File: src/rtl/nn_result_fifo_if.sv
// Register-window bus between software master and the nn_result_fifo capture stage.
// Single-cycle strobes in, registered read data and one-cycle acknowledge out.
interface nn_result_fifo_if;
    logic [31:0] wbs_adr_i;
    logic [31:0] wbs_dat_i;
    logic        wren;
    logic        rden;
    logic [31:0] wbs_dat_o;
    logic        wbs_ack_o;

    modport master (
        output wbs_adr_i,
        output wbs_dat_i,
        output wren,
        output rden,
        input  wbs_dat_o,
        input  wbs_ack_o
    );

    modport slave (
        input  wbs_adr_i,
        input  wbs_dat_i,
        input  wren,
        input  rden,
        output wbs_dat_o,
        output wbs_ack_o
    );
endinterface

File: src/rtl/nn_result_fifo.sv
// Captures each neural-network core result with its start-to-ready latency into a
// small FIFO that software drains through a four-register bus window.
module nn_result_fifo #(
    parameter int unsigned DEPTH = 4,
    parameter logic [31:0] BASE  = 32'h3000_0100,
    parameter int unsigned LAT_W = 16
) (
    input  logic            clk,
    input  logic            rst_l,
    input  logic [31:0]     nn_result,
    input  logic            nn_ready,
    input  logic            start,
    nn_result_fifo_if.slave wbs,
    output logic            irq
);
    localparam int unsigned PTR_W = $clog2(DEPTH);
    localparam int unsigned CNT_W = $clog2(DEPTH + 1);
    localparam logic [CNT_W-1:0] FULL_CNT = CNT_W'(DEPTH);

    typedef struct packed {
        logic [31:0]      result;
        logic [LAT_W-1:0] lat;
    } entry_t;

    logic             r_ready_d;
    logic             r_start_d;
    logic             w_ready_rise;
    logic             w_start_rise;
    logic [LAT_W-1:0] r_lat;
    logic             r_running;

    entry_t           r_mem [DEPTH];
    logic [PTR_W-1:0] r_rd_ptr;
    logic [PTR_W-1:0] r_wr_ptr;
    logic [PTR_W-1:0] w_rd_ptr_nxt;
    logic [PTR_W-1:0] w_wr_ptr_nxt;
    logic [CNT_W-1:0] r_count;
    logic [CNT_W-1:0] w_count_nxt;
    logic             r_ovf;
    logic             w_ovf_nxt;
    logic             w_do_push;

    logic [31:0]      w_off;
    logic [1:0]       w_idx;
    logic             w_hit;
    logic             w_wr;
    logic             w_rd;
    logic             w_pop;
    logic             w_flush;
    logic             w_clr_ovf;
    logic             w_empty;
    logic             w_full;
    entry_t           w_head;
    logic [31:0]      w_rd_data;
    logic             w_unused;

    // Input history for rise detection
    always_ff @(posedge clk or negedge rst_l) begin
        if (!rst_l) begin
            r_ready_d <= 1'b0;
            r_start_d <= 1'b0;
        end else begin
            r_ready_d <= nn_ready;
            r_start_d <= start;
        end
    end

    assign w_ready_rise = nn_ready & ~r_ready_d;
    assign w_start_rise = start & ~r_start_d;

    // Latency counter: starts at 1 on the cycle after start rises, so the value seen
    // in the ready-rise cycle equals the cycle distance between the two rises.
    always_ff @(posedge clk or negedge rst_l) begin
        if (!rst_l) begin
            r_lat     <= '0;
            r_running <= 1'b0;
        end else begin
            if (w_start_rise) begin
                r_lat     <= LAT_W'(1);
                r_running <= 1'b1;
            end else if (r_running && (r_lat != '1)) begin
                r_lat <= r_lat + LAT_W'(1);
            end
            if (w_ready_rise) begin
                r_running <= 1'b0;
            end
        end
    end

    // Address decode; addresses below BASE wrap to a large offset and miss
    assign w_off     = wbs.wbs_adr_i - BASE;
    assign w_idx     = w_off[3:2];
    assign w_hit     = (wbs.wren | wbs.rden) && (w_off[31:4] == 28'd0) && (w_off[1:0] == 2'b00);
    assign w_wr      = w_hit & wbs.wren;
    assign w_rd      = w_hit & ~wbs.wren;
    assign w_empty   = (r_count == '0);
    assign w_full    = (r_count == FULL_CNT);
    assign w_pop     = w_rd && (w_idx == 2'd0) && !w_empty;
    assign w_flush   = w_wr && (w_idx == 2'd3) && wbs.wbs_dat_i[0];
    assign w_clr_ovf = w_wr && (w_idx == 2'd3) && wbs.wbs_dat_i[1];
    assign w_head    = r_mem[r_rd_ptr];
    assign w_unused  = ^wbs.wbs_dat_i[31:2];

    // FIFO bookkeeping: a pop frees the slot a same-cycle push needs, flush beats push
    always_comb begin
        w_rd_ptr_nxt = r_rd_ptr;
        w_wr_ptr_nxt = r_wr_ptr;
        w_count_nxt  = r_count;
        w_ovf_nxt    = r_ovf;
        w_do_push    = 1'b0;
        if (w_clr_ovf) begin
            w_ovf_nxt = 1'b0;
        end
        if (w_flush) begin
            w_rd_ptr_nxt = '0;
            w_wr_ptr_nxt = '0;
            w_count_nxt  = '0;
        end else begin
            w_do_push = w_ready_rise && (!w_full || w_pop);
            if (w_ready_rise && w_full && !w_pop) begin
                w_ovf_nxt = 1'b1;
            end
            if (w_do_push) begin
                w_wr_ptr_nxt = r_wr_ptr + PTR_W'(1);
            end
            if (w_pop) begin
                w_rd_ptr_nxt = r_rd_ptr + PTR_W'(1);
            end
            if (w_do_push && !w_pop) begin
                w_count_nxt = r_count + CNT_W'(1);
            end else if (!w_do_push && w_pop) begin
                w_count_nxt = r_count - CNT_W'(1);
            end
        end
    end

    // Register read mux, sampled before any pop of this cycle
    always_comb begin
        w_rd_data = '0;
        case (w_idx)
            2'd0: if (!w_empty) w_rd_data = w_head.result;
            2'd1: w_rd_data = 32'({5'(r_count), 1'b0, r_ovf, w_full, w_empty});
            2'd2: if (!w_empty) w_rd_data = 32'(w_head.lat);
            default: w_rd_data = '0;
        endcase
    end

    always_ff @(posedge clk or negedge rst_l) begin
        if (!rst_l) begin
            r_rd_ptr      <= '0;
            r_wr_ptr      <= '0;
            r_count       <= '0;
            r_ovf         <= 1'b0;
            irq           <= 1'b0;
            wbs.wbs_ack_o <= 1'b0;
            wbs.wbs_dat_o <= '0;
        end else begin
            r_rd_ptr      <= w_rd_ptr_nxt;
            r_wr_ptr      <= w_wr_ptr_nxt;
            r_count       <= w_count_nxt;
            r_ovf         <= w_ovf_nxt;
            irq           <= (w_count_nxt != '0);
            wbs.wbs_ack_o <= w_hit;
            wbs.wbs_dat_o <= w_rd ? w_rd_data : '0;
        end
    end

    // Storage array carries no reset; only slots below count are ever read out
    always_ff @(posedge clk) begin
        if (w_do_push) begin
            r_mem[r_wr_ptr].result <= nn_result;
            r_mem[r_wr_ptr].lat    <= r_running ? r_lat : '0;
        end
    end
endmodule

File: src/flat_wrapper.sv
// flat-port wrapper written by rule: the top's interface ports become plain ports
module nn_result_fifo_flat 
#(
    parameter int unsigned DEPTH = 4,
    parameter logic [31:0] BASE  = 32'h3000_0100,
    parameter int unsigned LAT_W = 16
)
  (clk, rst_l, nn_result, nn_ready, start, irq, wbs_wbs_adr_i, wbs_wbs_dat_i, wbs_wren, wbs_rden, wbs_wbs_dat_o, wbs_wbs_ack_o);
  nn_result_fifo_if wbs_i ();
  input  logic clk;
  input  logic rst_l;
  input  logic [31:0] nn_result;
  input  logic nn_ready;
  input  logic start;
  output logic irq;
  input wire logic [$bits(wbs_i.wbs_adr_i)-1:0] wbs_wbs_adr_i;
  input wire logic [$bits(wbs_i.wbs_dat_i)-1:0] wbs_wbs_dat_i;
  input wire logic [$bits(wbs_i.wren)-1:0] wbs_wren;
  input wire logic [$bits(wbs_i.rden)-1:0] wbs_rden;
  output wire logic [$bits(wbs_i.wbs_dat_o)-1:0] wbs_wbs_dat_o;
  output wire logic [$bits(wbs_i.wbs_ack_o)-1:0] wbs_wbs_ack_o;
  assign wbs_i.wbs_adr_i = wbs_wbs_adr_i;
  assign wbs_i.wbs_dat_i = wbs_wbs_dat_i;
  assign wbs_i.wren = wbs_wren;
  assign wbs_i.rden = wbs_rden;
  assign wbs_wbs_dat_o = wbs_i.wbs_dat_o;
  assign wbs_wbs_ack_o = wbs_i.wbs_ack_o;
  nn_result_fifo #(.DEPTH(DEPTH), .BASE(BASE), .LAT_W(LAT_W)) u_core (.clk(clk), .rst_l(rst_l), .nn_result(nn_result), .nn_ready(nn_ready), .start(start), .wbs(wbs_i), .irq(irq));
endmodule
File: config.mk
export PLATFORM = sky130hd
export DESIGN_NAME = nn_result_fifo_flat
export DESIGN_NICKNAME = d
export VERILOG_FILES = /design/src/rtl/nn_result_fifo_if.sv /design/src/rtl/nn_result_fifo.sv /design/src/flat_wrapper.sv
export SDC_FILE = /design/constraint.sdc
export NUM_CORES = 1
export LEC_CHECK = 0
export CAP_MARGIN = 40
export CORE_UTILIZATION = 45
export DETAILED_ROUTE_END_ITERATION = 12
export PLACE_DENSITY = 0.67
export SYNTH_ARGS = -nofsm -noshare
export SYNTH_HDL_FRONTEND = slang
export SYNTH_SLANG_ARGS = --single-unit
File: constraint.sdc
create_clock -name clk -period 4.4 [get_ports clk]
set_clock_uncertainty 0.05 [all_clocks]
set_input_delay 1.32 -clock clk [delete_from_list [all_inputs] [get_ports clk]]
set_output_delay 1.32 -clock clk [all_outputs]
set_load 0.02 [all_outputs]
### Word-level counts from Yosys, hierarchy flattened

Memory sizes are Yosys's and may differ from the RTL's.
Index checks and enable logic that the tools add are counted.

| storage, ports and cells | value |
|---|---|
| bits in registers | 61 |
| RAM bits | 192 |
| input bits | 102 |
| word-level logic and storage cells | 80 |
| memories | 1 |
| output and inout bits | 34 |

Memories:

| name | words | width | read ports | clocked after memory_dff | write ports | RTL line | text |
|---|---|---|---|---|---|---|---|
| u_core.r_mem | 4 | 48 | 1 | 0 | 1 | nn_result_fifo.sv:32 | `entry_t r_mem [DEPTH];` |

| operators by class | value |
|---|---|
| $add $sub $neg | 6 |
| equal/unequal tests | 5 |
| muxes and demuxes | 22 |
| reductions and logical operators | 27 |
| bitwise logic cells | 8 |

Operators with widths:

| operator | count |
|---|---|
| 32-bit case mux with 3 select lines | 1 |
| 16-bit 2-to-1 mux | 4 |
| 32-bit 2-to-1 mux | 2 |
| 32-bit by 30-bit subtractor with 32-bit output (second input constant) | 1 |
| 28-bit zero test | 1 |
| 16-bit by 1-bit adder with 16-bit output (second input constant) | 1 |
| 16-bit inequality test (second input constant) | 1 |
| 1-bit logical AND | 13 |
| 3-bit 2-to-1 mux | 3 |
| 1-bit 2-to-1 mux | 8 |
| 2-bit 2-to-1 mux | 4 |
| 2-bit nonzero test | 4 |
| 2-bit by 1-bit adder with 2-bit output (second input constant) | 2 |
| 1-bit bitwise AND | 4 |
| 2-bit == test (second input constant) | 2 |
| 1-bit zero test | 4 |
| 2-bit zero test | 2 |
| 3-bit by 1-bit adder with 3-bit output (second input constant) | 1 |
| 3-bit == test (second input constant) | 1 |
| 3-bit zero test | 1 |
| 1-bit NOT | 3 |
| 3-bit nonzero test | 1 |
| 3-bit by 1-bit subtractor with 3-bit output (second input constant) | 1 |
| 2-bit by 1-bit == test with 1-bit output (second input constant) | 1 |
| other kinds (2) | 2 |

### Logic depth before layout (Yosys ltp)

| logic depth | value |
|---|---|
| depth after elaboration | 15 |
| mapped depth | 10 |

### Worst setup path after synthesis

Ideal clock, no wire load.

| path | value |
|---|---|
| path type | in2reg |
| from | input wbs_wbs_adr_i[12] |
| to | memory u_core.r_mem[0][0] (netlist name), enable pin |
| arrival time | 4681 ps |
| path slack | -741 ps |
| buffers on the path | 1 |
| cell stages on the path | 9 |
| cell sequence | or4_4 > nor4_2 > o211ai_1 > or4_1 > buf_2 > nor2_2 > o21ai_0 > nor2_1 > and2_1 |

| between the ends | value |
|---|---|
| cells in the longest elaborated chain, start to end | 12 |
| elaborated cells between the ends (all ways) | 15 |
| classes of those cells | add/sub (1); mux (3); bitwise (2); reduce/logical (9) |

Ends and longest elaborated chain:

| what | RTL line | text |
|---|---|---|
| start: declaration | flat_wrapper.sv:16 | `input wire logic [$bits(wbs_i.wbs_adr_i)-1:0] wbs_wbs_adr_i;` |
| 32-bit by 30-bit subtractor with 32-bit output * | nn_result_fifo.sv:91 | `assign w_off = wbs.wbs_adr_i - BASE;` |
| 28-bit zero test * | nn_result_fifo.sv:93 | `assign w_hit = (wbs.wren \| wbs.rden) && (w_off[31:4] == 28'd0) && (w_off[1:0] == 2'b00);` |
| 1-bit logical AND * (2 in series) | nn_result_fifo.sv:93 |  |
| 1-bit bitwise AND | nn_result_fifo.sv:95 | `assign w_rd = w_hit & ~wbs.wren;` |
| 1-bit logical AND (2 in series) | nn_result_fifo.sv:98 | `assign w_pop = w_rd && (w_idx == 2'd0) && !w_empty;` |
| 1-bit logical OR | nn_result_fifo.sv:119 | `w_do_push = w_ready_rise && (!w_full \|\| w_pop);` |
| 1-bit logical AND | nn_result_fifo.sv:119 |  |
| 1-bit 2-to-1 mux * | nn_result_fifo.sv:114 | `if (w_flush) begin` |
| 1-bit 2-to-1 mux * | nn_result_fifo.sv:170 | `if (w_do_push) begin` |
| 1-bit 2-to-1 mux * | nn_result_fifo.sv:172 | `r_mem[r_wr_ptr].lat <= r_running ? r_lat : '0;` |
| end: declaration | nn_result_fifo.sv:32 |  |

Every way passes the cells marked *; elsewhere a longest branch is shown, timed or not.

### Worst setup path in the final report

| path | value |
|---|---|
| from | input wbs_wbs_adr_i[21] |
| to | memory u_core.r_mem[0][43] (netlist name), enable pin |

| between the ends | value |
|---|---|
| cells in the longest elaborated chain, start to end | 12 |
| elaborated cells between the ends (all ways) | 15 |
| classes of those cells | add/sub (1); mux (3); bitwise (2); reduce/logical (9) |

Ends and longest elaborated chain:

| what | RTL line | text |
|---|---|---|
| 32-bit by 30-bit subtractor with 32-bit output * | nn_result_fifo.sv:91 |  |
| 28-bit zero test * | nn_result_fifo.sv:93 |  |
| 1-bit logical AND * (2 in series) | nn_result_fifo.sv:93 |  |
| 1-bit bitwise AND | nn_result_fifo.sv:95 |  |
| 1-bit logical AND (2 in series) | nn_result_fifo.sv:98 |  |
| 1-bit logical OR | nn_result_fifo.sv:119 |  |
| 1-bit logical AND | nn_result_fifo.sv:119 |  |
| 1-bit 2-to-1 mux * | nn_result_fifo.sv:114 |  |
| 1-bit 2-to-1 mux * | nn_result_fifo.sv:170 |  |
| 1-bit 2-to-1 mux (not written as such) * | nn_result_fifo.sv:171 | `r_mem[r_wr_ptr].result <= nn_result;` |

Marked as above.

==> qor.yml <==
syn_inst: 598
drt_iter0_drc: 430
status: "complete, but fails checks"
yosysWarningCount: 0
violations: "DRC"
slew-limit-headroom: 0.4750
leakage_uw: 0.004625
antenna_left: 0
wl_mm: 20.78
synthFlopType: "edfxtp_1"
cts.clk_slew.worst_paths_ns: 0.06
via_count: 5855
slowest_delay_ns: 0.54
power.density_nw_per_um2: 438.2
drt-pass1-iter-count: 9
path_max_fanout: 8
drive_gt1_frac: 0.2058
grt_max_degree: 31
fin_ws_ns: 0.05471
post_cts_buffers: 0
area_growth_pct: 27.11
diodes: 0
cts_root_buffer: "clkbuf_16"
grt_overflow: 0
core-area_um2: 21960
clockBufferDepth: 3
layout_commonest_cell: "edfxtp_1"
chipWidth_um: 152.2
hold_violations: 0
die_h_um: 152.2
ys_ff_latch: 253
ctsHoldBuffers: 0
cts_tree: "built"
final_cell_mix: "edfxtp_1 (192), clkdlybuf4s50_1 (104), dfrtp_1 (59)"
std_cell_rows: 54
clock_sinks: 253
hpwl_mm: 13.81
antenna_found_initial: 0
critPathKind: "in -> reg"
hold_path.class: "reg -> reg"
avgSynthCellArea_um2: 16.99
ir_drop_mv: 0.3444
ys_async_sr_fraction: 0.2411
drv_cap: 0
wl_per_cell_um: 19.39
fin_tns_setup_ns: 0
endpoint_kind: "flop"
drc_errors: 13
synthesis.area_um2: 10160
vias_per_cell: 5.462
total_power_uw: 5658
report.final.slew_viol_count: 0
crit_top_cell: "buf_4"
cp.arrival_ns: 4.57
yosysSeqAreaShare: 0.7178
io_pins: 136
worstPathCellList: "clkdlybuf4s50_1 > or4_1 > maj3_1 > or3_1 > or4b_1 > nor4_1 > buf_4 > nor2_1 > and2_2 > buf_4"
final_nets: 883
rsz0062_at_grt: "true"
dieArea_um2: 23180
grt_pass1_vias: 6249
grt_usage: 0.1859
portBuffers: 105
clk_latency_ns: 0.52
startpoint: "wbs_wbs_adr_i[21]"
synth_nets: 708
ys_types: 55
worst_pin_slew_ns: 0.7875
max_freq_mhz: 230.1
worstSetupStartpointType: "input pin"
worstReg2RegStart: "u_core.r_count[0]"
place_ws_ns: -0.4300
hp-start: "u_core.r_ovf"
finalCritPeriodShare: 0.9876
grt_first_pass_wirelength_mm: 33.59
finalWeightedCongestion: 0.8409
cts-htree-levels: 1
fin_crit_ns: 4.345
synth_enable_flop_cells: 192
crit_path_top_delay_cell: "or4_1"
cts_made_buffers: 25
required_ns: 4.62
start_util: 0.4626
finalSetupViolCount: 0
[area by class of cell]
type	count	area [µm²]
fill	1687	9046
sequential	253	7297
multi-input combinational	304	2720
timing repair buffer	167	1649
clock buffer	38	694.4
tap	280	350.3
clock inverter	8	118.9
inverter	22	82.58
[flip-flops by register name (all words and copies together), names as in the netlist]
| name | cells |
|---|---|
| u_core.r_ovf | 1 |
| u_core.r_ready_d | 1 |
| u_core.r_lat | 16 |
| u_core.wbs.wbs_dat_o | 32 |
| u_core.r_mem | 192 |
| u_core.wbs.wbs_ack_o | 1 |
| u_core.r_running | 1 |
| u_core.irq | 1 |
| u_core.r_wr_ptr | 2 |
| u_core.r_count | 3 |
| u_core.r_rd_ptr | 2 |
| u_core.r_start_d | 1 |
[cell families after synthesis]
group           synth area share
flops                     0.7178
simple gates             0.09349
fa+ha+maj                0.01084
xor+xnor                 0.01552
compound gates           0.03671
buf+inv                  0.01527
mux                       0.1104
[worst max-delay path, delay by kind of cell]
| kind | cells | cell delay (ns) |
|---|---|---|
| buf+inv | 3 | 0.82 |
| fa+ha+maj | 1 | 0.36 |
| simple gates | 6 | 2.07 |
[timing repair]
action,4_1_cts,5_1_grt
endpoints found under the setup margin,0,192
gates resized for setup,0,1
endpoints found under the hold margin,0,0
[per-layer routing]
layer	track usage	vias up	routed length, µm	part of all wire
met5	0	-	0	0
met4	0.04325	0	294	0.014
met3	0.03214	23	1251	0.060
met2	0.3338	170	10730	0.52
met1	0.2356	2975	8508	0.41
li1	-	2687	-	-
[final timing paths]
path / to / slack, ns / cells past startpoint
worst max register to register: u_core.r_mem[0][43] / 1.24 / 11
worst min register to register: u_core.r_ovf / 0.50 / 2
worst min-delay path: u_core.r_ovf / 0.50 / 2
min in group asynchronous: u_core.wbs.wbs_dat_o[9] / 0.68 / 1
max in group asynchronous: u_core.r_rd_ptr[0] / 2.80 / 2
worst max-delay path: u_core.r_mem[0][43] / 0.05 / 10
[Yosys cell counts, types with 2 or more instances]
library cell | number | area, µm²
dfrtp_1 | 61 | 1526
nor4_1 | 7 | 43.79
and2_1 | 21 | 131.4
a31oi_1 | 2 | 12.51
ha_1 | 8 | 100.1
nor4b_1 | 2 | 17.52
edfxtp_1 | 192 | 5766
or2_2 | 2 | 12.51
o21ai_1 | 2 | 10.01
nor3_1 | 9 | 45.04
xnor2_1 | 12 | 105.1
nor3b_1 | 4 | 30.03
mux4_2 | 48 | 1081
mux2i_1 | 4 | 40.04
o21ai_0 | 12 | 60.06
a21oi_1 | 20 | 100.1
nand4_1 | 3 | 18.77
nor2_2 | 2 | 12.51
o2bb2ai_1 | 8 | 70.07
or3_1 | 7 | 43.79
nor2_1 | 38 | 142.6
inv_1 | 22 | 82.58
and3_1 | 17 | 106.4
buf_1 | 4 | 15.01
nand3_1 | 10 | 50.05
nor2b_1 | 3 | 18.77
xor2_1 | 6 | 52.55
clkbuf_1 | 14 | 52.55
nand4b_1 | 3 | 26.28
nand2b_1 | 3 | 18.77
or4_1 | 4 | 30.03
nand2_1 | 22 | 82.58
a22oi_1 | 3 | 22.52
nor4_2 | 2 | 25.02
[power by group]
group / leakage [µW] / switching (µW) / internal, µW
logic: 0.00165 / 346 / 294
registers: 0.00258 / 96.3 / 2820
clock network: 0.000398 / 834 / 1260
total: 0.00462 / 1280 / 4380
[stage by stage]
step / util / instances / hold slack (ns) / area, µm²
3_5_place_dp: 0.5508 / 1026 / 0.4968 / 12100
2_1_floorplan: - / 598 / 0.4219 / 10160
4_1_cts: 0.5879 / 1072 / 0.5119 / 12910
5_1_grt: 0.5880 / 1072 / 0.5549 / 12910
6_report: 0.5880 / 1072 / 0.5013 / 12910
3_3_place_gp: 0.5481 / 1023 / 0.4834 / 12040
Note: power is estimated with default switching activity, not from simulation.
